--- src/rtl/axi_read_arbiter.sv ---
// Two-requester AXI4 read-channel arbiter (IFU = requester 0, LSU = requester 1).
// One whole read transaction (AR handshake through last R beat) owns the
// downstream port at a time. A sticky flag records burst-length and ID errors.
module axi_read_arbiter #(
    parameter int         ROUND_ROBIN = 1,
    parameter logic [3:0] ID0         = 4'h0,
    parameter logic [3:0] ID1         = 4'h1
) (
    input  logic        clock,
    input  logic        reset,
    input  logic        m0_arvalid,
    output logic        m0_arready,
    input  logic [31:0] m0_araddr,
    input  logic [7:0]  m0_arlen,
    input  logic [2:0]  m0_arsize,
    output logic        m0_rvalid,
    input  logic        m0_rready,
    output logic [31:0] m0_rdata,
    output logic [1:0]  m0_rresp,
    output logic        m0_rlast,
    input  logic        m1_arvalid,
    output logic        m1_arready,
    input  logic [31:0] m1_araddr,
    input  logic [7:0]  m1_arlen,
    input  logic [2:0]  m1_arsize,
    output logic        m1_rvalid,
    input  logic        m1_rready,
    output logic [31:0] m1_rdata,
    output logic [1:0]  m1_rresp,
    output logic        m1_rlast,
    output logic        s_arvalid,
    input  logic        s_arready,
    output logic [31:0] s_araddr,
    output logic [7:0]  s_arlen,
    output logic [2:0]  s_arsize,
    output logic [1:0]  s_arburst,
    output logic [3:0]  s_arid,
    input  logic        s_rvalid,
    output logic        s_rready,
    input  logic [31:0] s_rdata,
    input  logic [1:0]  s_rresp,
    input  logic        s_rlast,
    input  logic [3:0]  s_rid,
    output logic        err_burst
);

    localparam logic [1:0] ST_IDLE = 2'd0;
    localparam logic [1:0] ST_ADDR = 2'd1;
    localparam logic [1:0] ST_DATA = 2'd2;

    logic [1:0]  state_q, state_d;
    logic        owner_q, owner_d;
    logic        last_grant_q, last_grant_d;
    logic        err_burst_q, err_burst_d;
    logic [7:0]  beat_cnt_q, beat_cnt_d;
    logic [31:0] addr_q, addr_d;
    logic [7:0]  len_q, len_d;
    logic [2:0]  size_q, size_d;

    logic        any_req;
    logic        winner;
    logic        grant_en;
    logic        in_data;
    logic        owner_rready;
    logic [3:0]  owner_id;
    logic        r_hs;

    // Winner selection: on a tie, round-robin favours the requester not granted last.
    always_comb begin
        any_req = m0_arvalid | m1_arvalid;
        winner  = 1'b0;
        if (m0_arvalid && m1_arvalid) begin
            winner = (ROUND_ROBIN != 0) ? ~last_grant_q : 1'b1;
        end else begin
            winner = m1_arvalid;
        end
    end

    // Handshake and pass-through outputs; R path is combinational to the owner.
    always_comb begin
        grant_en     = (state_q == ST_IDLE) && any_req;
        in_data      = (state_q == ST_DATA);
        owner_rready = owner_q ? m1_rready : m0_rready;
        owner_id     = owner_q ? ID1 : ID0;

        m0_arready   = grant_en && !winner;
        m1_arready   = grant_en && winner;

        s_rready     = in_data && owner_rready;
        m0_rvalid    = in_data && !owner_q && s_rvalid;
        m1_rvalid    = in_data && owner_q && s_rvalid;
        m0_rdata     = s_rdata;
        m1_rdata     = s_rdata;
        m0_rresp     = s_rresp;
        m1_rresp     = s_rresp;
        m0_rlast     = s_rlast;
        m1_rlast     = s_rlast;

        s_arvalid    = (state_q == ST_ADDR);
        s_araddr     = addr_q;
        s_arlen      = len_q;
        s_arsize     = size_q;
        s_arburst    = 2'b01;
        s_arid       = owner_id;

        r_hs         = s_rvalid && s_rready;
        err_burst    = err_burst_q;
    end

    // Next-state logic: grant in IDLE, hold AR in ADDR, count and check beats in DATA.
    always_comb begin
        state_d      = state_q;
        owner_d      = owner_q;
        last_grant_d = last_grant_q;
        err_burst_d  = err_burst_q;
        beat_cnt_d   = beat_cnt_q;
        addr_d       = addr_q;
        len_d        = len_q;
        size_d       = size_q;
        case (state_q)
            ST_IDLE: begin
                if (any_req) begin
                    addr_d       = winner ? m1_araddr : m0_araddr;
                    len_d        = winner ? m1_arlen  : m0_arlen;
                    size_d       = winner ? m1_arsize : m0_arsize;
                    owner_d      = winner;
                    last_grant_d = winner;
                    beat_cnt_d   = '0;
                    state_d      = ST_ADDR;
                end
            end
            ST_ADDR: begin
                if (s_arready) begin
                    state_d = ST_DATA;
                end
            end
            ST_DATA: begin
                if (r_hs) begin
                    beat_cnt_d = beat_cnt_q + 8'd1;
                    if ((s_rlast && (beat_cnt_q != len_q)) ||
                        (!s_rlast && (beat_cnt_q == len_q)) ||
                        (s_rid != owner_id)) begin
                        err_burst_d = 1'b1;
                    end
                    if (s_rlast) begin
                        state_d = ST_IDLE;
                    end
                end
            end
            default: state_d = ST_IDLE;
        endcase
    end

    // State registers with synchronous active-high reset.
    always_ff @(posedge clock) begin
        if (reset) begin
            state_q      <= ST_IDLE;
            owner_q      <= 1'b0;
            last_grant_q <= 1'b1;
            err_burst_q  <= 1'b0;
            beat_cnt_q   <= '0;
            addr_q       <= '0;
            len_q        <= '0;
            size_q       <= '0;
        end else begin
            state_q      <= state_d;
            owner_q      <= owner_d;
            last_grant_q <= last_grant_d;
            err_burst_q  <= err_burst_d;
            beat_cnt_q   <= beat_cnt_d;
            addr_q       <= addr_d;
            len_q        <= len_d;
            size_q       <= size_d;
        end
    end

endmodule

--- config.mk ---
export PLATFORM = sky130hd
export DESIGN_NAME = axi_read_arbiter
export DESIGN_NICKNAME = d
export VERILOG_FILES = /design/src/rtl/axi_read_arbiter.sv
export SDC_FILE = /design/constraint.sdc
export NUM_CORES = 1
export LEC_CHECK = 0
export CAP_MARGIN = 25
export CORE_ASPECT_RATIO = 0.8
export CORE_MARGIN = 1
export CORE_UTILIZATION = 32
export CTS_CLUSTER_DIAMETER = 30
export DETAILED_ROUTE_END_ITERATION = 8
export GPL_TIMING_DRIVEN = 0
export PLACE_DENSITY = 0.94
export SYNTH_ARGS = -nofsm -noshare
export SYNTH_HDL_FRONTEND = slang
export SYNTH_SLANG_ARGS = --single-unit
--- constraint.sdc ---
create_clock -name clock -period 1.9 [get_ports clock]
set_input_delay 0.38 -clock clock [delete_from_list [all_inputs] [get_ports clock]]
set_output_delay 0.38 -clock clock [all_outputs]
set_load 0.005 [all_outputs]
# Word level (Yosys, flattened, before mapping)
# Index checks and enable logic that the tools add are counted.
dict set report totals {
  register_bits 56
  latch_bits 0
  mem_bits_rw 0
  mem_bits_ro 0
  n_memories 0
}
dict set report op_classes {
  addsub 1
  n_mul 0
  div_mod_pow 0
  order_cmp 0
  n_eq_ne 9
  n_shift 0
  n_mux 14
  bitwise 2
  reduce_logical 23
}
# operator n
set ops {}
lappend ops {{$mux W32} 1}
lappend ops {{$mux W8} 3}
lappend ops {{$pmux W8 S2} 1}
lappend ops {{$logic_and A1 B1 Y1} 12}
lappend ops {{$add A8 B1 Y8 const B} 1}
lappend ops {{$eq A8 B8 Y1} 1}
lappend ops {{$mux W2} 4}
lappend ops {{$ne A8 B8 Y1} 1}
lappend ops {{$pmux W2 S3} 1}
lappend ops {{$reduce_and A3 Y1} 2}
lappend ops {{$ne A2 B1 Y1 const B} 2}
lappend ops {{$ne A2 B2 Y1 const B} 2}
lappend ops {{$ne A4 B1 Y1} 1}
lappend ops {{$reduce_and A4 Y1} 1}
lappend ops {{$logic_not A1 Y1} 3}
lappend ops {{$mux W1} 3}
lappend ops {{$mux W3} 1}
lappend ops {{$eq A2 B1 Y1 const B} 1}
lappend ops {{$eq A2 B2 Y1 const B} 1}
lappend ops {{$logic_not A2 Y1} 1}
lappend ops {{$logic_or A1 B1 Y1} 2}
lappend ops {{$reduce_and A2 Y1} 1}
lappend ops {{$reduce_bool A2 Y1} 1}
lappend ops {{$not A1 Y1} 1}
lappend ops {{$or A1 B1 Y1} 1}

# Logic depth before layout (Yosys ltp)
# Gate-level depths: netlist of the first run.
dict set report depth {
  depth_word 5
  ltp_mapped 6
}

# Worst setup path after synthesis of the first run
# No wires, ideal clock.
dict set report synth_path {
  path_type {register to register}
  from {register owner_q}
  to {register beat_cnt_q[5]}
  setup_time_ps 70
  arrival_time_ps 1457
  t_required_ps 1830
  setup_slack_ps 373
  path_stages_with_launch 6
  n_path_buf 1
  cell_sequence {dfxtp_1 -> mux2i_1 -> a2bb2oi_1 -> buf_6 -> or4_1 -> a21oi_1}
}
dict set report synth_via {
  elab_chain_len 5
}
# item line_no
set synth_lines {}
lappend synth_lines {{from (decl)} 52} ;# logic owner_q, owner_d;
lappend synth_lines {{from (signal assigned)} 167} ;# owner_q <= owner_d;
lappend synth_lines {{$mux W1} 83} ;# owner_rready = owner_q ? m1_rready : m0_rready;
lappend synth_lines {{$logic_and A1 B1 Y1} 89} ;# s_rready = in_data && owner_rready;
lappend synth_lines {{$logic_and A1 B1 Y1} 106} ;# r_hs = s_rvalid && s_rready;
lappend synth_lines {{$ne A2 B1 Y1 (no source line)} --}
lappend synth_lines {{$reduce_and A3 Y1 (no source line)} --}
lappend synth_lines {{to (signal assigned)} 170} ;# beat_cnt_q <= beat_cnt_d;
lappend synth_lines {{to (decl)} 55} ;# logic [7:0] beat_cnt_q, beat_cnt_d;
# Every way passes these cells.
# A chain may end at the register's enable or synchronous reset.

# Worst setup path in the final report of the first run
dict set report layout_path {
  from {register state_q[0]}
  to {output s_arvalid}
}
dict set report layout_via {
  elab_chain_len 1
}
# item line_no
set layout_lines {}
lappend layout_lines {{from (decl)} 51} ;# logic [1:0] state_q, state_d;
lappend layout_lines {{from (signal assigned)} 166} ;# state_q <= state_d;
lappend layout_lines {{$eq A2 B1 Y1} 99} ;# s_arvalid = (state_q == ST_ADDR);
lappend layout_lines {{to (decl)} 31} ;# output logic s_arvalid,
# Every way passes these cells.

==> run metrics, run 1 <==
largest area contributor in the netlist=dfxtp_1; Slowest-stage cell, CP=clkdlybuf4s50_1; setup repair after global routing missed its margin=no; Num CTS Buffers=5; Slew headroom=66.3%; maximum cell stage delay along the critical path=570 ps; Tmin final=1850 ps; CTS hold repair buffers=0; critical path, cell by cell=nor2b_1 -> clkdlybuf4s50_1; die area=9500 um2; Internal Pwr Total=2540 uW; placeable core area=8670 um2; total half-perimeter wirelength after legalization and detailed placement=8560 um; proportion of synthesized chip area in sequential cells=38.4%; standard-cell rows=30; number of global-route vias before repair=3133; achievable clock frequency=540 MHz; kind of end point of the critical path=primary output; top cells by area in the synthesized netlist=dfxtp_1 (38%), buf_4 (20%), a222oi_1 (7.9%), a221o_1 (4.5%), nor2_1 (3.5%); TritonCTS clock tree=done; global-route wire length before repair=15500 um; MaxCap Viol Count=0; pin count of the biggest net entering global routing=21; residual overflow from global routing=0; Final Setup Violations=0; routed len/inst=15.9 um; synth-to-layout area growth=89.6%; register bit count reported by yosys=56; worst clock skew=9.02 ps; total routing resource utilization after global routing=21.4%; via-per-instance ratio=4.87; Yosys warning count=0; first-pass iteration count of the detailed router=6; met2 track demand over resource=40.8%; Crit path arrival time=1470 ps; # DRC=0; floorplan die width=109 um; total chip power=3480 uW; leakage power of the design=0.00227 uW; die height=87.4 um; most common cell after layout, fill and taps aside=clkdlybuf4s50_1; part of the total power dissipated in the clock network=28.3%; total power density per cell area=630 nW/um2; Antenna Diode Count=0; starting density of the core=33.6%; Setup crit start kind=flip-flop; cell count after synthesis=322; CP Max Fanout=4; Multi-input gate area=1190 um2; Post-DRT Antenna Nets=0; clock tree root buffer cell=clkbuf_16; final worst-path cycle share=97.5%; hold violation total from the final report=0; Final Slew Violations=0; number of buffers on the longest clock path=2; met3 routing resource usage after global routing=5.24%; worst path required time=1520 ps; WHS=471 ps; highest-count cells in the layout ignoring fill and taps=clkdlybuf4s50_1 (210), buf_4 (83), dfxtp_1 (53), nor2_1 (27), a222oi_1 (23); Switching Share=27.0%; startpoint-to-endpoint class of the critical path=flip-flop to primary output; Reg area=1130 um2; layout cells sized above 1=19.6%; Netlist Area Pre-Place=2920 um2; Setup Total Neg Slack=0 ps; register clock-pin slew on the reported worst setup and hold paths=80 ps; number of ports placed on the die boundary=259; count of unique library cells instantiated by Yosys=41; highest ir drop seen on vdd=524 uV; relative contribution of sequential cells to total power=39.1%; antenna violations before repair=0; transition time at the pin with the least slew margin=505 ps; switching power of the nets=940 uW; run status=finished, final reports clean; total number of H-tree levels=2; Detailed Route WL=10600 um; # port buffers=219; total vias in the final route=3261; Post-Synthesis Mean Instance Area=9.06 um2; share of the synthesized area in the top cell type=38.4%; net count reported at finish=690; count of fill cells added during filler insertion=690; GRT Max-Usage Layer=met2; combinational cell fraction of total power=32.6%; DR iter-0 viols=248; Sink Count=56; Hold WC Path Type=flip-flop to flip-flop; worst-skew pair later-pin latency=300 ps; met1 Use GR=23.2%; final estimated routing congestion in global placement=0.823
[cell usage after synthesis, drive strengths merged]
cell and n:
buf 81, dfxtp 56, nor2 28, a222oi 23
clkbuf 14, a221o 13, and2 13, nand2 12
a21oi 10, xor2 9, o21ai 8, a22oi 7
nor2b 5, or4 5, o31ai 4, and3 3
nand2b 3, nand3 3, conb 2, inv 2
nand3b 2, nor3 2, nor4 2, or2 2
a2111oi 1, a211o 1, a21bo 1, a21o 1
a2bb2oi 1, a311oi 1, ha 1, mux2i 1
nand4 1, nor3b 1, o21bai 1, or3 1
xnor2 1
[state kept, by name, indices dropped and copies added, names as in the netlist]
signal,cells
err_burst,1
owner_q,1
s_arsize,3
last_grant_q,1
s_araddr,32
state_q,2
beat_cnt_q,8
s_arlen,8
[per-stage QoR]
| step | std cells | utilization, % | cell area [um2] | setup WS, ps |
|---|---|---|---|---|
| after global routing | 669 | 63.8 | 5530 | 0.608 |
| after floorplan | 325 | - | 2930 | 373 |
| after CTS | 669 | 63.7 | 5530 | 13.1 |
| after global placement | 656 | 60.7 | 5260 | -804 |
| after detailed placement | 656 | 60.7 | 5260 | -856 |
| final | 669 | 63.8 | 5530 | 47.2 |
[kinds of logic (layout without fill, tap and decap cells)]
group | Yosys count | count (layout) | synth area share (%)
AO/OA/AOI/OAI | 72 | 72 | 20.3
XOR/XNOR | 10 | 10 | 3.00
adder cells (fa/ha/maj) | 1 | 1 | 0.429
buffers and inverters | 97 | 329 | 22.6
flip-flops | 56 | 56 | 38.4
multiplexers | 1 | 1 | 0.343
other | 2 | 5 | 0.257
AND/OR/NAND/NOR | 83 | 83 | 14.6
[timing repair]
item                                    in CTS  in global routing
endpoints found under the setup margin      26                  4
pin swaps                                    4                  2
gates resized for setup                     30                  1
setup buffers                                7                  0
[worst paths after layout]
| check | startpoint | cells after the start | slack [ps] | end |
|---|---|---|---|---|
| setup / recovery | state_q[0]$_SDFFE_PP0P_ | 2 | 50 | s_arvalid |
| hold / removal | s_araddr[0]$_SDFFE_PP0N_ | 2 | 470 | s_araddr[0]$_SDFFE_PP0N_ |
| setup reg to reg | state_q[0]$_SDFFE_PP0P_ | 6 | 110 | s_araddr[23]$_SDFFE_PP0N_ |
| hold reg to reg | s_araddr[0]$_SDFFE_PP0N_ | 2 | 470 | s_araddr[0]$_SDFFE_PP0N_ |
[power by group through the flow]
stage	clock [uW]	sequential [uW]	combinational [uW]
floorplan	0	1370	424
global placement	0	1380	1070
detailed placement	0	1380	1100
CTS	999	1360	1140
global route	1040	1370	1220
finish	987	1360	1140
[layer usage]
metal,vias up,wire length (um),share of wire [%]
met5,-,0,0
met4,0,135,1.3
met3,14,849,8.0
met2,166,5660,53
met1,1530,4000,38
li1,1551,-,-
[cell type report]
class	count	share of cell area (%)
multi-input combinational	172	21.5
clock inverter	3	0.520
sequential	56	20.4
buffer	93	12.2
inverter	2	0.136
clock buffer	5	2.26
timing repair buffer	226	40.5
tap	112	2.53
[worst max-delay path, delay by kind of cell (launching register included)]
family,cells,cell delay [ps]
buffers and inverters,1,570
flip-flops,1,390
AND/OR/NAND/NOR,1,220
No activity file was read; power rests on OpenSTA's default activity.
==> run 2, diff against run 1 <==
- CELL_PAD_IN_SITES_DETAIL_PLACEMENT: not set -> 0
- CELL_PAD_IN_SITES_GLOBAL_PLACEMENT: not set -> 2
- CORE_UTILIZATION: 32 -> 16
- CTS_CLUSTER_DIAMETER: 30 -> 40
==> run 2 against run 1 <==
Effect of this change: clock skew rose by 3.4 ps; non-clock buffer count is 1 higher; worst setup slack improved by 7.9 ps; clock power grew 26%; sequential power about the same; fmax grew 0.43%; first-iteration DRC count fell by 17%; die area rose by 98%; critical path depth up 5; final cell count up 17%; worst hold slack worse by 13 ps; critical path type is now input pin to flip-flop.
==> run metrics, run 2 (same netlist as run 1, synthesis figures left out) <==
via-per-instance ratio=4.03; worst-skew pair later-pin latency=300 ps; layout cells sized above 1=20.6%; Num CTS Buffers=5; MaxCap Viol Count=0; routed len/inst=14.4 um; most common cell after layout, fill and taps aside=clkdlybuf4s50_1; total routing resource utilization after global routing=11.6%; number of ports placed on the die boundary=259; CP Max Fanout=10; total half-perimeter wirelength after legalization and detailed placement=8850 um; hold violation total from the final report=0; Final Setup Violations=0; Final Slew Violations=0; total vias in the final route=3159; startpoint-to-endpoint class of the critical path=input pin to flip-flop; Crit path arrival time=2070 ps; number of buffers on the longest clock path=2; total number of H-tree levels=2; final estimated routing congestion in global placement=0.723; Largest register FFs=32; number of cells on the worst hold path=2; standard-cell rows=43; floorplan die width=153 um; antenna violations before repair=0; worst clock skew=12.4 ps; die height=123 um; highest ir drop seen on vdd=328 uV; TritonCTS clock tree=done; clock tree root buffer cell=clkbuf_16; placeable core area=17600 um2; # port buffers=219; Setup crit start kind=input pin; Detailed Route WL=11300 um; CTS hold repair buffers=0; achievable clock frequency=542 MHz; worst path required time=2120 ps; run status=finished, final reports clean; Slew headroom=62.7%; leakage power of the design=0.00232 uW; Antenna Diode Count=0; Hold WC Path Type=flip-flop to flip-flop; worst reg-to-reg setup slack=110 ps; residual overflow from global routing=0; post-route worst setup slack=55.1 ps; highest-count cells in the layout ignoring fill and taps=clkdlybuf4s50_1 (210), buf_4 (84), dfxtp_1 (53), nor2_1 (27), a222oi_1 (23); total power density per cell area=655 nW/um2; WHS=458 ps; Sink Count=56; setup repair after global routing missed its margin=no; final worst-path cycle share=97.1%; logic depth of the worst register-to-register path=6; # DRC=0; net count reported at finish=691; pre-CTS worst setup slack=-922 ps; DR iter-0 viols=205; die area=18800 um2; Post-DRT Antenna Nets=0; transition time at the pin with the least slew margin=554 ps; pin count of the biggest net entering global routing=19; synth-to-layout area growth=96.4%; Tmin final=1840 ps; starting density of the core=16.6%; number of global-route vias before repair=3077; global-route wire length before repair=16700 um; first-pass iteration count of the detailed router=7; register clock-pin slew on the reported worst setup and hold paths=80 ps; kind of end point of the critical path=flip-flop
==> run 2: cell count changes in the layout (fill, tap and decap cells not counted), sizes merged <==
| cell | before | now |
|---|---|---|
| bufinv | 0 | 2 |
| inv | 5 | 3 |
| buf | 87 | 88 |
==> run 2: report_power, final <==
group	switching, uW	leakage [uW]	internal, uW
sequential	78.0	0.000462	1280
clock	479	0.0000944	762
combinational	392	0.00176	762
total	949	0.00232	2800
==> run 2: path summary, 6_finish.rpt <==
kind	start	end
setup / recovery	m0_rready	beat_cnt_q[5]$_SDFFE_PP0P_
setup reg to reg	owner_q$_SDFFE_PP0N_	beat_cnt_q[5]$_SDFFE_PP0P_
hold reg to reg	s_araddr[3]$_SDFFE_PP0N_	s_araddr[3]$_SDFFE_PP0N_
hold / removal	s_araddr[3]$_SDFFE_PP0N_	s_araddr[3]$_SDFFE_PP0N_
==> run 2: worst max-delay path, stage by stage <==
cell and delay, ps:
clkdlybuf4s50_1 500, mux2i_4 80, buf_4 160, a2bb2oi_1 140, buf_6 140, or4_1 500, a21oi_1 150
==> run 2: cell type report <==
type	instances	area, um2
Buffer	93	682
Clock buffer	5	125
Clock inverter	3	68.8
Fill cell	1817	11900
Inverter	2	7.51
Multi-Input combinational cell	172	1190
Sequential cell	56	1130
Tap cell	225	282
Timing Repair Buffer	227	2240
==> run 2: timing repair <==
item,in CTS,in global routing
gates resized for setup,31,10
setup buffers,8,0
setup endpoints to repair,49,24
pin swaps,3,0
==> run 2: metal layers <==
| metal | GRT usage (%) | vias to the layer above | wire, um | part of all wire, % |
|---|---|---|---|---|
| met2 | 19.4 | 150 | 5300 | 47 |
| met4 | 1.89 | 0 | 40 | 0.35 |
| met3 | 3.50 | 4 | 916 | 8.1 |
| li1 | - | 1559 | - | - |
| met1 | 15.0 | 1446 | 5030 | 45 |
| met5 | 0 | - | 0 | 0 |
==> run 2: stage by stage <==
step / setup TNS (ps) / util (%) / power (uW) / instances / cell area, um2
2_1_floorplan: 0 / - / 1800 / 325 / 2930
3_3_place_gp: -22580 / 30.7 / 2490 / 769 / 5400
3_5_place_dp: -22590 / 30.7 / 2490 / 769 / 5400
4_1_cts: 0 / 32.5 / 3810 / 783 / 5720
5_1_grt: 0 / 32.6 / 3950 / 783 / 5730
6_report: 0 / 32.6 / 3750 / 783 / 5730
==> run 3, diff against run 2 <==
- ABC_CLOCK_PERIOD_IN_PS: not set -> 1900
- CORE_MARGIN: 1 -> 3
==> run 3 against run 2 <==
Effect of this change: non-clock buffer count down 2; count of clock-buffer cells in the layout unchanged; total power fell by 6.7%; largest power group unchanged; sequential share of layout area grew 0.14 points; utilization down 0.30 points; register-to-register slack barely moved; highest routed layer unchanged; via count rose by 1.6%; first-iteration DRC count fell by 19%; worst hold slack gained 4.1 ps; global-route usage decreased by 0.54 points; fmax up 0.71%; largest cell class unchanged; clock power fell by 19%.
==> run metrics, run 3 (same netlist as run 1, synthesis figures left out) <==
Crit path arrival time=1450 ps; Final Setup Violations=0; transition time at the pin with the least slew margin=535 ps; Post-DRT Antenna Nets=0; # DRC=0; number of global-route vias before repair=3253; standard-cell rows=43; die area=19900 um2; WHS=462 ps; DR iter-0 viols=167; hold violation total from the final report=0; most common cell after layout, fill and taps aside=clkdlybuf4s50_1; kind of end point of the critical path=primary output; logic depth of the worst register-to-register path=6; placeable core area=17600 um2; register clock-pin slew on the reported worst setup and hold paths=80 ps; Largest register FFs=32; TritonCTS clock tree=done; worst r2r src=owner_q$_SDFFE_PP0N_; Slowest-stage cell, CP=dfxtp_4; MaxCap Viol Count=0; achievable clock frequency=546 MHz; number of buffers on the longest clock path=2; routed len/inst=15.2 um; Setup crit start kind=flip-flop; first-pass iteration count of the detailed router=5; highest-count cells in the layout ignoring fill and taps=clkdlybuf4s50_1 (208), buf_4 (82), dfxtp_1 (53), nor2_1 (27), a222oi_1 (23); CTS hold repair buffers=0; worst path required time=1520 ps; via-per-instance ratio=4.11; total vias in the final route=3208; Sink Count=56; number of cells on the worst hold path=2; pre-CTS worst setup slack=-967 ps; critical path, cell by cell=nor2_4 -> and3_4 -> clkbuf_16 -> dlygate4sd2_1; floorplan die width=157 um; worst clock skew=10.2 ps; final estimated routing congestion in global placement=0.725; starting density of the core=16.6%; final worst-path cycle share=96.4%; CP Max Fanout=10; hold wc startpoint=s_araddr[22]$_SDFFE_PP0N_; Tmin final=1830 ps; highest ir drop seen on vdd=333 uV; pin count of the biggest net entering global routing=20; Detailed Route WL=11900 um; clock tree root buffer cell=clkbuf_16; Slew headroom=64.3%; post-route worst setup slack=68.0 ps; Antenna Diode Count=0; die height=127 um; net count reported at finish=689; leakage power of the design=0.00229 uW; count of fill cells added during filler insertion=1843; total half-perimeter wirelength after legalization and detailed placement=9360 um; residual overflow from global routing=0; layout cells sized above 1=20.7%; startpoint-to-endpoint class of the critical path=flip-flop to primary output; Num CTS Buffers=5; worst-skew pair later-pin latency=300 ps; total routing resource utilization after global routing=11.1%; maximum cell stage delay along the critical path=370 ps; total number of H-tree levels=2; synth-to-layout area growth=94.6%; global-route wire length before repair=17500 um; number of ports placed on the die boundary=259; antenna violations before repair=0; total power density per cell area=617 nW/um2; Hold WC Path Type=flip-flop to flip-flop; Final Slew Violations=0; setup repair after global routing missed its margin=no; # port buffers=219; critical path launch point=state_q[1]$_SDFFE_PP0P_; run status=finished, final reports clean
run 3: final cells by class:
type | instances | area, um2 | share of cell area, %
buffer | 93 | 683 | 12.0
clock buffer | 5 | 125 | 2.20
clock inverter | 3 | 27.5 | 0.485
inverter | 2 | 7.51 | 0.132
multi-input combinational | 172 | 1190 | 21.0
sequential | 56 | 1130 | 19.9
tap | 225 | 282 | 4.96
timing repair buffer | 225 | 2230 | 39.3
run 3: final timing paths:
path / end / slack [ps]
setup / recovery: m1_arready / 70
hold / removal: s_araddr[22]$_SDFFE_PP0N_ / 460
setup reg to reg: beat_cnt_q[5]$_SDFFE_PP0P_ / 100
hold reg to reg: s_araddr[22]$_SDFFE_PP0N_ / 460
run 3: where the power goes:
group / internal, uW / switching [uW] / total [uW]
clock network: 503 / 498 / 1000
logic: 753 / 391 / 1140
registers: 1280 / 76.6 / 1360
run 3: critical path: cells and delay by family (launching register included):
family	cells	cell delay, ps
buf+inv	2	380
simple gates	2	400
flops	1	370
run 3: metrics by stage:
stage	cell area, um2	utilization [%]	TNS [ps]	std cells	power [uW]
after floorplan	2930	-	0	325	1800
after global placement	5400	30.7	-24240	769	2490
after detailed placement	5400	30.7	-24300	769	2500
after CTS	5660	32.2	0	781	3580
after global routing	5680	32.3	0	781	3710
final	5680	32.3	0	781	3500
run 3: timing repair:
item,in CTS,in global routing
buffers inserted,6,0
cloned,0,0
gates resized for setup,33,12
pin swaps,2,0
setup endpoints to repair,55,15
run 3: per-layer routing:
metal | up-vias | routed length (um) | part of all wire (%) | GRT usage, %
li1 | 1558 | - | - | -
met1 | 1500 | 4930 | 42 | 13.2
met2 | 146 | 5720 | 48 | 19.5
met3 | 4 | 1160 | 9.8 | 3.99
met4 | 0 | 46 | 0.39 | 1.44
met5 | - | 0 | 0 | 0
